**src/rtl/mux2_rr_arbiter.sv**
```systemverilog
// mux2_rr_arbiter: round-robin packet arbiter steering a 2:1 mux, with idle-timeout release
module mux2_rr_arbiter #(
    parameter int WIDTH   = 8,
    parameter int TIMEOUT = 16
) (
    input  logic             clk,
    input  logic             rst_n,
    input  logic             in1_valid,
    input  logic [WIDTH-1:0] in1_data,
    input  logic             in1_last,
    output logic             in1_ready,
    input  logic             in2_valid,
    input  logic [WIDTH-1:0] in2_data,
    input  logic             in2_last,
    output logic             in2_ready,
    output logic             out_valid,
    output logic [WIDTH-1:0] out_data,
    output logic             out_last,
    input  logic             out_ready,
    output logic             select,
    output logic             busy,
    output logic             timeout_err
);
    typedef enum logic [1:0] {IDLE, G1, G2} state_t;

    localparam logic [7:0] TO = 8'(TIMEOUT);

    state_t     state_q, state_d;
    logic       prio_q, prio_d;
    logic       select_q, select_d;
    logic       timeout_err_q, timeout_err_d;
    logic [7:0] cnt_q, cnt_d;
    logic       g_valid, g_last, xfer;

    // select_q always names the granted requester while a grant is held
    assign busy        = state_q != IDLE;
    assign select      = select_q;
    assign timeout_err = timeout_err_q;
    assign g_valid     = select_q ? in2_valid : in1_valid;
    assign g_last      = select_q ? in2_last : in1_last;
    assign out_valid   = busy & g_valid;
    assign out_data    = select_q ? in2_data : in1_data;
    assign out_last    = g_last;
    assign in1_ready   = busy & ~select_q & out_ready;
    assign in2_ready   = busy & select_q & out_ready;
    assign xfer        = out_valid & out_ready;

    // arbitrate in IDLE; while granted, hold until the last beat or until the idle count hits TIMEOUT
    always_comb begin
        state_d       = state_q;
        prio_d        = prio_q;
        select_d      = select_q;
        cnt_d         = cnt_q;
        timeout_err_d = 1'b0;
        if (state_q == IDLE) begin
            if (in1_valid | in2_valid) begin
                select_d = in2_valid & (~in1_valid | prio_q);
                state_d  = select_d ? G2 : G1;
                prio_d   = ~select_d;
                cnt_d    = '0;
            end
        end else if (xfer) begin
            cnt_d = '0;
            if (g_last)
                state_d = IDLE;
        end else if (!g_valid) begin
            cnt_d = cnt_q + 8'd1;
            if (cnt_d == TO) begin
                state_d       = IDLE;
                cnt_d         = '0;
                timeout_err_d = 1'b1;
            end
        end
    end

    // control registers; reset abandons any packet without flagging a timeout
    always_ff @(posedge clk or negedge rst_n) begin
        if (!rst_n) begin
            state_q       <= IDLE;
            prio_q        <= 1'b0;
            select_q      <= 1'b0;
            cnt_q         <= '0;
            timeout_err_q <= 1'b0;
        end else begin
            state_q       <= state_d;
            prio_q        <= prio_d;
            select_q      <= select_d;
            cnt_q         <= cnt_d;
            timeout_err_q <= timeout_err_d;
        end
    end
endmodule

```
**config.mk**
```make
export PLATFORM = sky130hd
export DESIGN_NAME = mux2_rr_arbiter
export DESIGN_NICKNAME = d
export VERILOG_FILES = /design/src/rtl/mux2_rr_arbiter.sv
export SDC_FILE = /design/constraint.sdc
export NUM_CORES = 1
export LEC_CHECK = 0
export ABC_AREA = 1
export BUFFER_PORTS_ARGS = -buffer_cell sky130_fd_sc_hd__buf_2
export CORE_ASPECT_RATIO = 1.25
export CORE_MARGIN = 1
export CORE_UTILIZATION = 46
export CTS_BUF_LIST = sky130_fd_sc_hd__clkbuf_4 sky130_fd_sc_hd__clkbuf_8 sky130_fd_sc_hd__clkbuf_16
export DETAILED_ROUTE_END_ITERATION = 8
export GPL_ROUTABILITY_DRIVEN = 0
export HOLD_SLACK_MARGIN = 0.03
export PLACE_DENSITY = 0.77
export SLEW_MARGIN = 30
export SYNTH_ARGS = -nofsm -noshare
export SYNTH_HDL_FRONTEND = slang
export SYNTH_SLANG_ARGS = --single-unit
```
**constraint.sdc**
```tcl
create_clock -name clk -period 1.8 [get_ports clk]
set_input_delay 0.18 -clock clk [delete_from_list [all_inputs] [get_ports clk]]
set_output_delay 0.18 -clock clk [all_outputs]
set_load 0.005 [all_outputs]
```
==> impl_results.md, run 1 <==
* Clk_skew at 0.004956 ns
* Unrepaired setup endpoints after global routing: no
* Worst Path Max Fanout at 6
* FF+latch count, synth at 13
* WL per Instance at 10.56 µm
* IO Count at 38
* Top cell by count, worst path: nand2_1
* Minimum clock period at 1.632 ns
* Total grt overflow at 0
* CP arrival at 1.80 ns
* Fin crit share at 90.64%
* CTS Hold Buffers Added at 1
* Layout Utilization at 64.78%
* Fmax at 0.6129 GHz
* CTS max path bufs at 2
* H-Tree Depth at 1
* Family with the most delay on the worst path: simple AND/OR/NAND/NOR gates
* ANT nets after route at 0
* DIE WIDTH at 41.45 µm
* Worst setup SP type: flop
* TritonCTS buffer count at 3
* Critical Path Start: cnt_q[0]$_DFFE_PN0P_
* Final Max Tran Viols at 0
* DR iter-0 viols at 28
* Area Growth Syn to Fin at 29.37%
* Vias in the first global route at 888
* Core ar. at 1787 µm²
* DR vias at 962
* Final WL at 2111 µm
* First-pass GRT wire length at 3622 µm
* Pwr dens at 1230 nW/µm²
* Tightest Hold Check Type: primary input to flop
* CP bufs+invs at 1
* Post-Syn Nets at 163
* Peak supply drop at 852.7 µV
* Average size of a mapped cell at 6.483 µm²
* Crit Reg-Reg Endpoint: state_q[0]$_DFFE_PN0P_
* Worst path required time at 1.97 ns
* Largest net degree at the start of global routing at 14
* R2R Setup Slk at 0.17 ns
* Clock latency on the worst-skew pair at 0.28 ns
* IO Port Bufs at 37
* Initial antenna violation count at 0
* Max cap viols at 0
* Synth top area share at 36.36%
* DRT Pass-1 Iters at 4
* Vias/cell at 4.810
* Die Y at 51.31 µm
* Starting Density at 50.07%
* Worst Setup EP: state_q[0]$_DFFE_PN0P_
* Run status: finished, final reports clean
* N_diodes at 0
* Share of layout cells above drive strength 1 at 30.39%
* Endpoints failing setup at 0
* Hold path startpoint: in1_valid
* Cells after synthesis at 138
* Crit path capture type: flop
* Resized cells post-CTS at 0
* CP max stage cell: dfrtp_1
* Drc violations at 0
* Fin Setup TNS at 0 ns
* Netlist Area Pre-Place at 894.6 µm²
* Clk slew on worst S/H paths at 0.08 ns
* Placed Area at 1117 µm²
* RR Startpoint: cnt_q[0]$_DFFE_PN0P_
* Cells along the critical path: ha_1 > inv_1 > nand2_1 > nand2_1 > nor2_1 > nand2_1 > nor2_2 > nand3_2 > nand2_1 > nand2_1 > nand2_1 > nand2_1
* Final Hold Vio Count at 0
* Slew headroom at 80.40%
* Rows at 17
* Aggregate global-route resource usage at 21.98%
* Final instance area at 1157 µm²
* Worst Reg-to-Reg Cells at 12
* Worst-Margin Slew at 0.2940 ns
* Clock tree from TritonCTS: done
* Setup Fix Bufs, Post-CTS at 0
* DP HPWL at 1633 µm
* Top post-synthesis cells by area: dfrtp_1 36%, nand2_1 24%, inv_1 8.0%, nor2_1 4.6%, o21ai_0 4.5%
* Crit. path cell count at 12
* Lkg Pwr at 0.6620 nW
* Fin nets at 207
* Critical Path Max Stage Delay at 0.43 ns
* Setup CP Type: flop to flop
* Number of synthesis warnings at 0
* Sequential-to-total area share from yosys stat at 36.36%
* DIE AREA at 2126 µm²
* Post-synth top area cell: dfrtp_1
* Clock sink count at 13
* Yosys cell types at 23
* Clock root cell: clkbuf_4
-- cells in the final DEF (no fill, tap or decap) --
cell / count
a21oi_2: 1
nand2_1: 58
dfrtp_1: 13
xor2_1: 1
o21a_1: 1
inv_2: 2
o21bai_1: 1
nor2_1: 11
buf_4: 3
nor3_1: 1
nor2_2: 3
clkbuf_4: 4
o22ai_1: 1
nand4_1: 1
dlygate4sd3_1: 1
nand3_2: 2
nand3_1: 5
inv_1: 19
o21ai_2: 2
buf_2: 37
ha_1: 2
o21ai_0: 8
nand2_2: 1
a21oi_1: 2
mux2i_1: 1
-- how the worst min path moves through the flow --
stage	end	slack (ns)	cells after the start
after floorplan	cnt_q[0]$_DFFE_PN0P_	-0.12	0
after detailed placement	cnt_q[3]$_DFFE_PN0P_	0.08	1
after global routing	state_q[0]$_DFFE_PN0P_	0.29	5
final	state_q[0]$_DFFE_PN0P_	0.26	5
after CTS	state_q[0]$_DFFE_PN0P_	0.25	5
after global placement	cnt_q[3]$_DFFE_PN0P_	0.08	1
-- registers in the layout, summed over array words and instances, names as in the netlist --
register	flops
select	1
state_q	2
timeout_err	1
cnt_q	8
prio_q	1
-- cell usage after synthesis --
cell type / instances
nand3_1: 5
mux2i_1: 1
a21oi_2: 1
o21a_1: 1
inv_1: 19
o21ai_2: 2
dfrtp_1: 13
xor2_1: 1
o21ai_0: 8
nand2_2: 1
clkbuf_1: 1
nand2_1: 58
nand4_1: 1
o21bai_1: 1
nor2_2: 3
inv_2: 2
nand3_2: 2
a21oi_1: 2
nor2_1: 11
ha_1: 2
buf_2: 1
nor3_1: 1
o22ai_1: 1
-- through the flow --
stage                     worst slack, ns  total power [mW]  cells  hold slack [ns]
after floorplan                    0.3644            0.9224    138          -0.1156
after global placement             0.2765             1.208    195          0.07880
after detailed placement           0.2213             1.226    195          0.08153
after CTS                          0.1951             1.437    200           0.2541
after global routing              0.05837             1.557    200           0.2930
final                              0.1684             1.424    200           0.2646
-- worst reg2reg max path: stages (launching register included) --
cell	delay [ns]
dfrtp_1	0.43
ha_1	0.30
inv_1	0.07
nand2_1	0.06
nand2_1	0.07
nor2_1	0.09
nand2_1	0.07
nor2_2	0.09
nand3_2	0.11
nand2_1	0.07
nand2_1	0.06
nand2_1	0.06
nand2_1	0.04
-- cells by family after synthesis --
logic type | count (synthesis) | share of synthesized area [%]
buf+inv | 23 | 9.790
simple gates | 82 | 38.04
fa+ha+maj | 2 | 2.797
mux | 1 | 1.119
flops | 13 | 36.36
xor+xnor | 1 | 0.9792
compound gates | 16 | 10.91
-- final cells by class --
cell class                      instances  area [µm²]
Clock buffer                            4       30.03
Fill cell                             171       629.4
Inverter                               21       78.83
Multi-Input combinational cell        102       481.7
Sequential cell                        13       325.3
Tap cell                               19       23.77
Timing Repair Buffer                   41       217.7
-- power by group --
| group | internal (mW) | total [mW] | switching, mW |
|---|---|---|---|
| logic | 0.318 | 0.785 | 0.467 |
| clock network | 0.101 | 0.198 | 0.0968 |
| registers | 0.367 | 0.441 | 0.0746 |
| total | 0.785 | 1.42 | 0.639 |
-- metal layers --
layer	vias up	routed length (µm)	GRT usage [%]
met2	13	1113	39.84
li1	512	-	-
met3	2	46	5.654
met5	-	0	0
met4	0	11	9.140
met1	435	939	24.01
Power figures use the tool's default switching activity.
==> inputs of run 2 (changes only) <==
--- a/config.mk
+++ b/config.mk
@@ -9,12 +9,13 @@
 export BUFFER_PORTS_ARGS = -buffer_cell sky130_fd_sc_hd__buf_2
 export CORE_ASPECT_RATIO = 1.25
 export CORE_MARGIN = 1
-export CORE_UTILIZATION = 46
-export CTS_BUF_LIST = sky130_fd_sc_hd__clkbuf_4 sky130_fd_sc_hd__clkbuf_8 sky130_fd_sc_hd__clkbuf_16
+export CORE_UTILIZATION = 40
+export CTS_BUF_LIST = sky130_fd_sc_hd__clkbuf_4 sky130_fd_sc_hd__clkbuf_8
+export CTS_CLUSTER_SIZE = 12
 export DETAILED_ROUTE_END_ITERATION = 8
 export GPL_ROUTABILITY_DRIVEN = 0
 export HOLD_SLACK_MARGIN = 0.03
-export PLACE_DENSITY = 0.77
+export PLACE_DENSITY = 0.69
 export SLEW_MARGIN = 30
 export SYNTH_ARGS = -nofsm -noshare
 export SYNTH_HDL_FRONTEND = slang
==> run 2 against run 1 <==
  * Maximum frequency increased by 1.4%
  * Critical path depth unchanged
  * Largest cell class unchanged
  * Sequential cell count unchanged
  * Final cell count increased by 5.0%
  * Final area increased by 0.65%
  * First-iteration DRC count decreased by 29%
  * Sequential share of layout area decreased by 0.074 points
  * Power decreased by 2.5%
  * Critical path type unchanged
==> impl_results.md, run 2 (same netlist as run 1, synthesis figures left out) <==
* Starting Density at 43.65% (-6.4 points)
* Run status: finished, final reports clean
* Lkg Pwr at 0.6558 nW (-0.93%)
* ANT nets after route at 0 (unchanged)
* DR vias at 973 (+1.1%)
* Fin crit share at 89.41% (-1.2 points)
* Crit path capture type: flop
* RR Startpoint: cnt_q[0]$_DFFE_PN0P_
* Minimum clock period at 1.609 ns (-0.02219 ns)
* Layout Cells excl Fill at 210 (+5.0%)
* Final Hold Vio Count at 0 (unchanged)
* CTS max path bufs at 2 (unchanged)
* N_diodes at 0 (unchanged)
* CP bufs+invs at 1 (unchanged)
* Drc violations at 0 (unchanged)
* Post-Place Cells at 205 (+5.1%)
* Clock sink count at 13 (unchanged)
* Vias/cell at 4.633 (-3.7%)
* Clock latency on the worst-skew pair at 0.27 ns (about the same)
* Leading cell type in the layout, fill and taps excluded: nand2_1
* Worst Path Max Fanout at 6 (unchanged)
* DR iter-0 viols at 20 (-29%)
* Area Growth Syn to Fin at 30.21%
* Clk slew on worst S/H paths at 0.08 ns (about the same)
* TritonCTS buffer count at 3 (unchanged)
* First-pass GRT wire length at 3519 µm (-2.8%)
* IO Port Bufs at 37 (unchanged)
* Max reg flops at 8 (unchanged)
* Share of layout cells above drive strength 1 at 30.56% (+0.17 points)
* Clock root cell: clkbuf_4
* Die Y at 54.88 µm (+7.0%)
* Final WL at 2007 µm (-4.9%)
* FILL cells at 211 (+23%)
* Largest net degree at the start of global routing at 15 (+1)
* Peak supply drop at 895.9 µV (+5.1%)
* H-Tree Depth at 1 (unchanged)
* Total grt overflow at 0 (unchanged)
* DIE AREA at 2431 µm² (+14%)
* Hold path startpoint: in1_valid
* Critical Path Max Stage Delay at 0.42 ns (about the same)
* Endpoints failing setup at 0 (unchanged)
* Fin nets at 206 (-0.48%)
* Family with the most delay on the worst path: simple AND/OR/NAND/NOR gates
* CP max stage cell: dfrtp_1
* Fmax at 0.6214 GHz (+1.4%)
* Clk_skew at 0.003988 ns (-0.0009676 ns)
* Top cell by count, worst path: nand2_1
* Critical Path Start: cnt_q[0]$_DFFE_PN0P_
* Vias in the first global route at 910 (+2.5%)
* DRT Pass-1 Iters at 4 (unchanged)
* Fin Setup TNS at 0 ns (unchanged)
* Core ar. at 2049 µm² (+15%)
* Largest regs: cnt_q x8, state_q x2
* DIE WIDTH at 44.30 µm (+6.9%)
* Worst path required time at 1.97 ns (about the same)
* Slew headroom at 81.30% (+0.91 points)
* Commonest non-fill, non-tap cells in the layout: 58 x nand2_1, 37 x buf_2, 19 x inv_1, 12 x dfrtp_1, 11 x nor2_1
* Layout Utilization at 56.84% (-7.9 points)
* Aggregate global-route resource usage at 19.20% (-2.8 points)
* Top reg by flops: cnt_q
* Worst setup SP type: flop
* Max cap viols at 0 (unchanged)
* CP arrival at 1.78 ns (-0.02 ns)
* Rows at 18 (+1)
* WL per Instance at 9.557 µm (-9.5%)
* Setup CP Type: flop to flop
* Pwr dens at 1193 nW/µm² (-3.1%)
* Unrepaired setup endpoints after global routing: no
* Cells along the critical path: ha_1 > inv_1 > nand2_1 > nand2_1 > nor2_1 > nand2_1 > nor2_2 > nand3_2 > nand2_1 > nand2_1 > nand2_1 > nand2_1
* Worst-Margin Slew at 0.2805 ns (-0.01359 ns)
* Clock tree from TritonCTS: done
* DP HPWL at 1634 µm (about the same)
* Initial antenna violation count at 0 (unchanged)
* IO Count at 38 (unchanged)
* Tightest Hold Check Type: primary input to flop
* Final Max Tran Viols at 0 (unchanged)
==> run 2: cell types whose count changed in the layout (fill, tap and decap cells not counted) <==
cell     before  now
buf_4         3    2
dfrtp_1      13   12
dfrtp_2       0    1
==> run 2: final timing paths <==
check,to,slack (ns),cells past startpoint
min,state_q[0]$_DFFE_PN0P_,0.26,5
max,state_q[1]$_DFFE_PN0P_,0.19,12
max reg2reg,state_q[1]$_DFFE_PN0P_,0.19,12
max in group asynchronous,select$_DFFE_PN0P_,1.25,2
min in group asynchronous,cnt_q[0]$_DFFE_PN0P_,0.31,2
min reg2reg,state_q[0]$_DFFE_PN0P_,0.50,2
==> run 2: per-layer routing <==
metal	routed length, µm	vias up	track usage [%]
met4	0	0	3.535
met3	91	0	5.281
li1	-	510	-
met2	1088	23	38.24
met1	827	440	19.84
met5	0	-	0
==> run 2: power by group <==
part / switching [mW] / total (mW) / leakage [nW] / internal, mW
registers: 0.103 / 0.472 / 0.171 / 0.369
logic: 0.421 / 0.724 / 0.466 / 0.303
clock network: 0.0925 / 0.193 / 0.0184 / 0.101
==> run 2: timing repair <==
action,4_1_cts,5_1_grt
hold endpoints to repair,13,0
endpoints found under the setup margin,0,3
hold buffers,1,0
gates resized for setup,0,1
setup buffers,0,0
==> run 2: area by class of cell <==
type / instances / area (µm²) / share of cell area (%)
flip-flops and latches: 13 / 326.6 / 28.03
repair buffers: 40 / 210.2 / 18.05
clock buffers: 4 / 30.03 / 2.578
inverters: 21 / 78.83 / 6.767
multi-input cells: 102 / 481.7 / 41.35
well taps: 30 / 37.54 / 3.222
==> run 2: tightest hold or removal path: cells and delay by family <==
family | cells | cell delay [ns]
AOI/OAI and AO/OA | 1 | 0.06
buffers and inverters | 2 | 0.15
and+or+nand+nor | 2 | 0.12
==> run 2: stage by stage <==
| stage | hold slack, ns | cell area [µm²] | power, mW | setup WS [ns] |
|---|---|---|---|---|
| detailed placement | 0.08386 | 1124 | 1.203 | 0.2246 |
| global placement | 0.07800 | 1124 | 1.191 | 0.2745 |
| CTS | 0.2626 | 1164 | 1.400 | 0.1172 |
| finish | 0.2627 | 1165 | 1.389 | 0.1906 |
| global route | 0.3104 | 1165 | 1.540 | 0.03549 |
| floorplan | -0.1156 | 894.6 | 0.9224 | 0.3644 |
==> inputs of run 3 (changes only) <==
--- a/config.mk
+++ b/config.mk
@@ -6,7 +6,7 @@
 export NUM_CORES = 1
 export LEC_CHECK = 0
 export ABC_AREA = 1
-export BUFFER_PORTS_ARGS = -buffer_cell sky130_fd_sc_hd__buf_2
+export BUFFER_PORTS_ARGS = -buffer_cell sky130_fd_sc_hd__buf_4
 export CORE_ASPECT_RATIO = 1.25
 export CORE_MARGIN = 1
 export CORE_UTILIZATION = 40
@@ -14,8 +14,9 @@
 export CTS_CLUSTER_SIZE = 12
 export DETAILED_ROUTE_END_ITERATION = 8
 export GPL_ROUTABILITY_DRIVEN = 0
-export HOLD_SLACK_MARGIN = 0.03
+export HOLD_SLACK_MARGIN = 0.12
 export PLACE_DENSITY = 0.69
+export RECOVER_POWER = 100
 export SLEW_MARGIN = 30
 export SYNTH_ARGS = -nofsm -noshare
 export SYNTH_HDL_FRONTEND = slang
==> run 3 against run 2 <==
  * Final cell count did not move
  * Setup slack improved by 0.024 ns
  * Sequential power barely moved
  * Maximum frequency rose by 1.5%
  * Critical path type unchanged
==> impl_results.md, run 3 (same netlist as run 1, synthesis figures left out) <==
* Area Growth Syn to Fin at 39.58%
* DIE AREA at 2431 µm² (unchanged)
* Drc violations at 0 (unchanged)
* Peak supply drop at 642.2 µV (-28%)
* WL per Instance at 10.46 µm (+9.5%)
* Unrepaired setup endpoints after global routing: no
* Fin nets at 206 (unchanged)
* Hold EP: state_q[0]$_DFFE_PN0P_
* Clock latency on the worst-skew pair at 0.27 ns (about the same)
* Min Hold Slack at 0.2816 ns (+0.01888 ns)
* Clock root cell: clkbuf_4
* Aggregate global-route resource usage at 21.66% (+2.5 points)
* TritonCTS buffer count at 3 (unchanged)
* CP arrival at 1.75 ns (-0.03 ns)
* Top reg by flops: cnt_q
* Endpoints failing setup at 0 (unchanged)
* Setup CP Type: flop to flop
* Worst Path Max Fanout at 6 (unchanged)
* Core ar. at 2049 µm² (unchanged)
* Max cap viols at 0 (unchanged)
* Total grt overflow at 0 (unchanged)
* DR vias at 975 (+0.21%)
* H-Tree Depth at 1 (unchanged)
* Worst setup SP type: flop
* RR Startpoint: cnt_q[0]$_DFFE_PN0P_
* Worst-Margin Slew at 0.6939 ns (+0.4135 ns)
* Run status: finished, final reports clean
* Critical Path Max Stage Delay at 0.44 ns (+0.02 ns)
* R2R Setup Slk at 0.21 ns (+0.02 ns)
* Largest regs: cnt_q x8, state_q x2
* Rows at 18 (unchanged)
* Final WL at 2197 µm (+9.5%)
* Setup Fix Bufs, Post-CTS at 0 (unchanged)
* Pre-CTS setup slack at 0.2012 ns (-0.02338 ns)
* CP bufs+invs at 1 (unchanged)
* Leading cell type in the layout, fill and taps excluded: nand2_1
* Starting Density at 43.65% (unchanged)
* Vias/cell at 4.643 (+0.21%)
* Lkg Pwr at 0.6680 nW (+1.9%)
* CTS max path bufs at 2 (unchanged)
* Max reg flops at 8 (unchanged)
* Hold path cells at 5 (unchanged)
* Cells along the critical path: ha_2 > inv_1 > nand2_1 > nand2_1 > nor2_1 > nand2_1 > nor2_2 > nand3_2 > nand2_1 > nand2_1 > nand2_1 > nand2_1
* Setup ws final at 0.2145 ns (+0.02382 ns)
* CP max stage cell: dfrtp_1
* First-pass GRT wire length at 3877 µm (+10%)
* Initial antenna violation count at 0 (unchanged)
* DRT Pass-1 Iters at 4 (unchanged)
* Crit path capture type: flop
* Fmax at 0.6307 GHz (+1.5%)
* Share of layout cells above drive strength 1 at 28.89% (-1.7 points)
* Minimum clock period at 1.586 ns (-0.02382 ns)
* ANT nets after route at 0 (unchanged)
* Worst Reg-to-Reg Cells at 12 (unchanged)
* Vias in the first global route at 981 (+7.8%)
* Family with the most delay on the worst path: simple AND/OR/NAND/NOR gates
* IO Port Bufs at 37 (unchanged)
* DIE WIDTH at 44.30 µm (unchanged)
* Multi-input gate area at 484.2 µm² (+0.52%)
* Slew headroom at 53.74% (-28 points)
* DR iter-0 viols at 15 (-25%)
* Sequential cell area at 326.6 µm² (unchanged)
* FILL cells at 180 (-15%)
* N_diodes at 0 (unchanged)
* Clock sink count at 13 (unchanged)
* Clk_skew at 0.003301 ns (-0.0006873 ns)
* Commonest non-fill, non-tap cells in the layout: 58 x nand2_1, 26 x buf_4, 20 x inv_1, 14 x clkbuf_4, 12 x dfrtp_1
* Die Y at 54.88 µm (unchanged)
* Tightest Hold Check Type: primary input to flop
* Top cell by count, worst path: nand2_1
* Clk slew on worst S/H paths at 0.08 ns (about the same)
* Crit Reg-Reg Endpoint: state_q[0]$_DFFE_PN0P_
* IO Count at 38 (unchanged)
* Fin Setup TNS at 0 ns (unchanged)
* Clock tree from TritonCTS: done
* DP HPWL at 1851 µm (+13%)
* Largest net degree at the start of global routing at 15 (unchanged)
* Fin crit share at 88.09% (-1.3 points)
* Hold path startpoint: in1_valid
* Final Max Tran Viols at 0 (unchanged)
* Pwr dens at 1171 nW/µm² (-1.8%)
* Final Hold Vio Count at 0 (unchanged)
* Worst path required time at 1.96 ns (about the same)
## run 3: changes by cell type in the layout (fill, tap and decap cells not counted)
cell      before  now
buf_4          2   26
inv_2          2    1
ha_1           2    1
ha_2           0    1
buf_2         37    0
clkbuf_1       0    3
clkbuf_4       4   14
inv_1         19   20
## run 3: stage by stage
stage	utilization, %	total power, mW	cells	area (µm²)
after global placement	59.34	1.289	205	1216
after detailed placement	59.34	1.309	205	1216
after global routing	60.93	1.618	210	1249
final	60.93	1.463	210	1249
after floorplan	-	0.9224	138	894.6
after CTS	61.29	1.507	210	1256
## run 3: area by class of cell
type	instances	share of cell area [%]
repair buffers	40	23.35
inverters	21	6.313
multi-input cells	102	38.78
clock buffers	4	2.405
flip-flops and latches	13	26.15
well taps	30	3.006
## run 3: how the worst max path moves through the flow
stage / startpoint / endpoint / slack, ns / cells after the start
6_report: cnt_q[0]$_DFFE_PN0P_ / state_q[0]$_DFFE_PN0P_ / 0.21 / 12
4_1_cts: select$_DFFE_PN0P_ / out_data[4] / 0.09 / 5
3_5_place_dp: cnt_q[0]$_DFFE_PN0P_ / state_q[0]$_DFFE_PN0P_ / 0.20 / 10
2_1_floorplan: cnt_q[0]$_DFFE_PN0P_ / state_q[1]$_DFFE_PN0P_ / 0.36 / 10
5_1_grt: cnt_q[0]$_DFFE_PN0P_ / state_q[1]$_DFFE_PN0P_ / 0.02 / 10
3_3_place_gp: cnt_q[0]$_DFFE_PN0P_ / state_q[0]$_DFFE_PN0P_ / 0.27 / 12
## run 3: what timing repair did
item,CTS,global route
gates resized for setup,0,2
hold endpoints to repair,13,0
endpoints found under the setup margin,0,7
hold buffers,1,0
## run 3: power by group
group	switching [mW]	leakage, nW	internal [mW]
registers	0.105	0.171	0.369
logic	0.434	0.479	0.363
clock network	0.0912	0.0184	0.101
total	0.630	0.668	0.833
## run 3: layer usage
| layer | global-route usage, % | up-vias | routed length, µm |
|---|---|---|---|
| met2 | 45.10 | 22 | 1281 |
| met4 | 6.566 | 0 | 11 |
| li1 | - | 505 | - |
| met1 | 21.57 | 446 | 850 |
| met3 | 2.970 | 2 | 54 |
| met5 | 0 | - | 0 |
## run 3: worst reg2reg max path: cells and delay by family, from the launching register on
family	cells	cell delay, ns
buffers and inverters	1	0.05
DFF	1	0.44
and+or+nand+nor	10	0.74
adders and majority gates	1	0.26
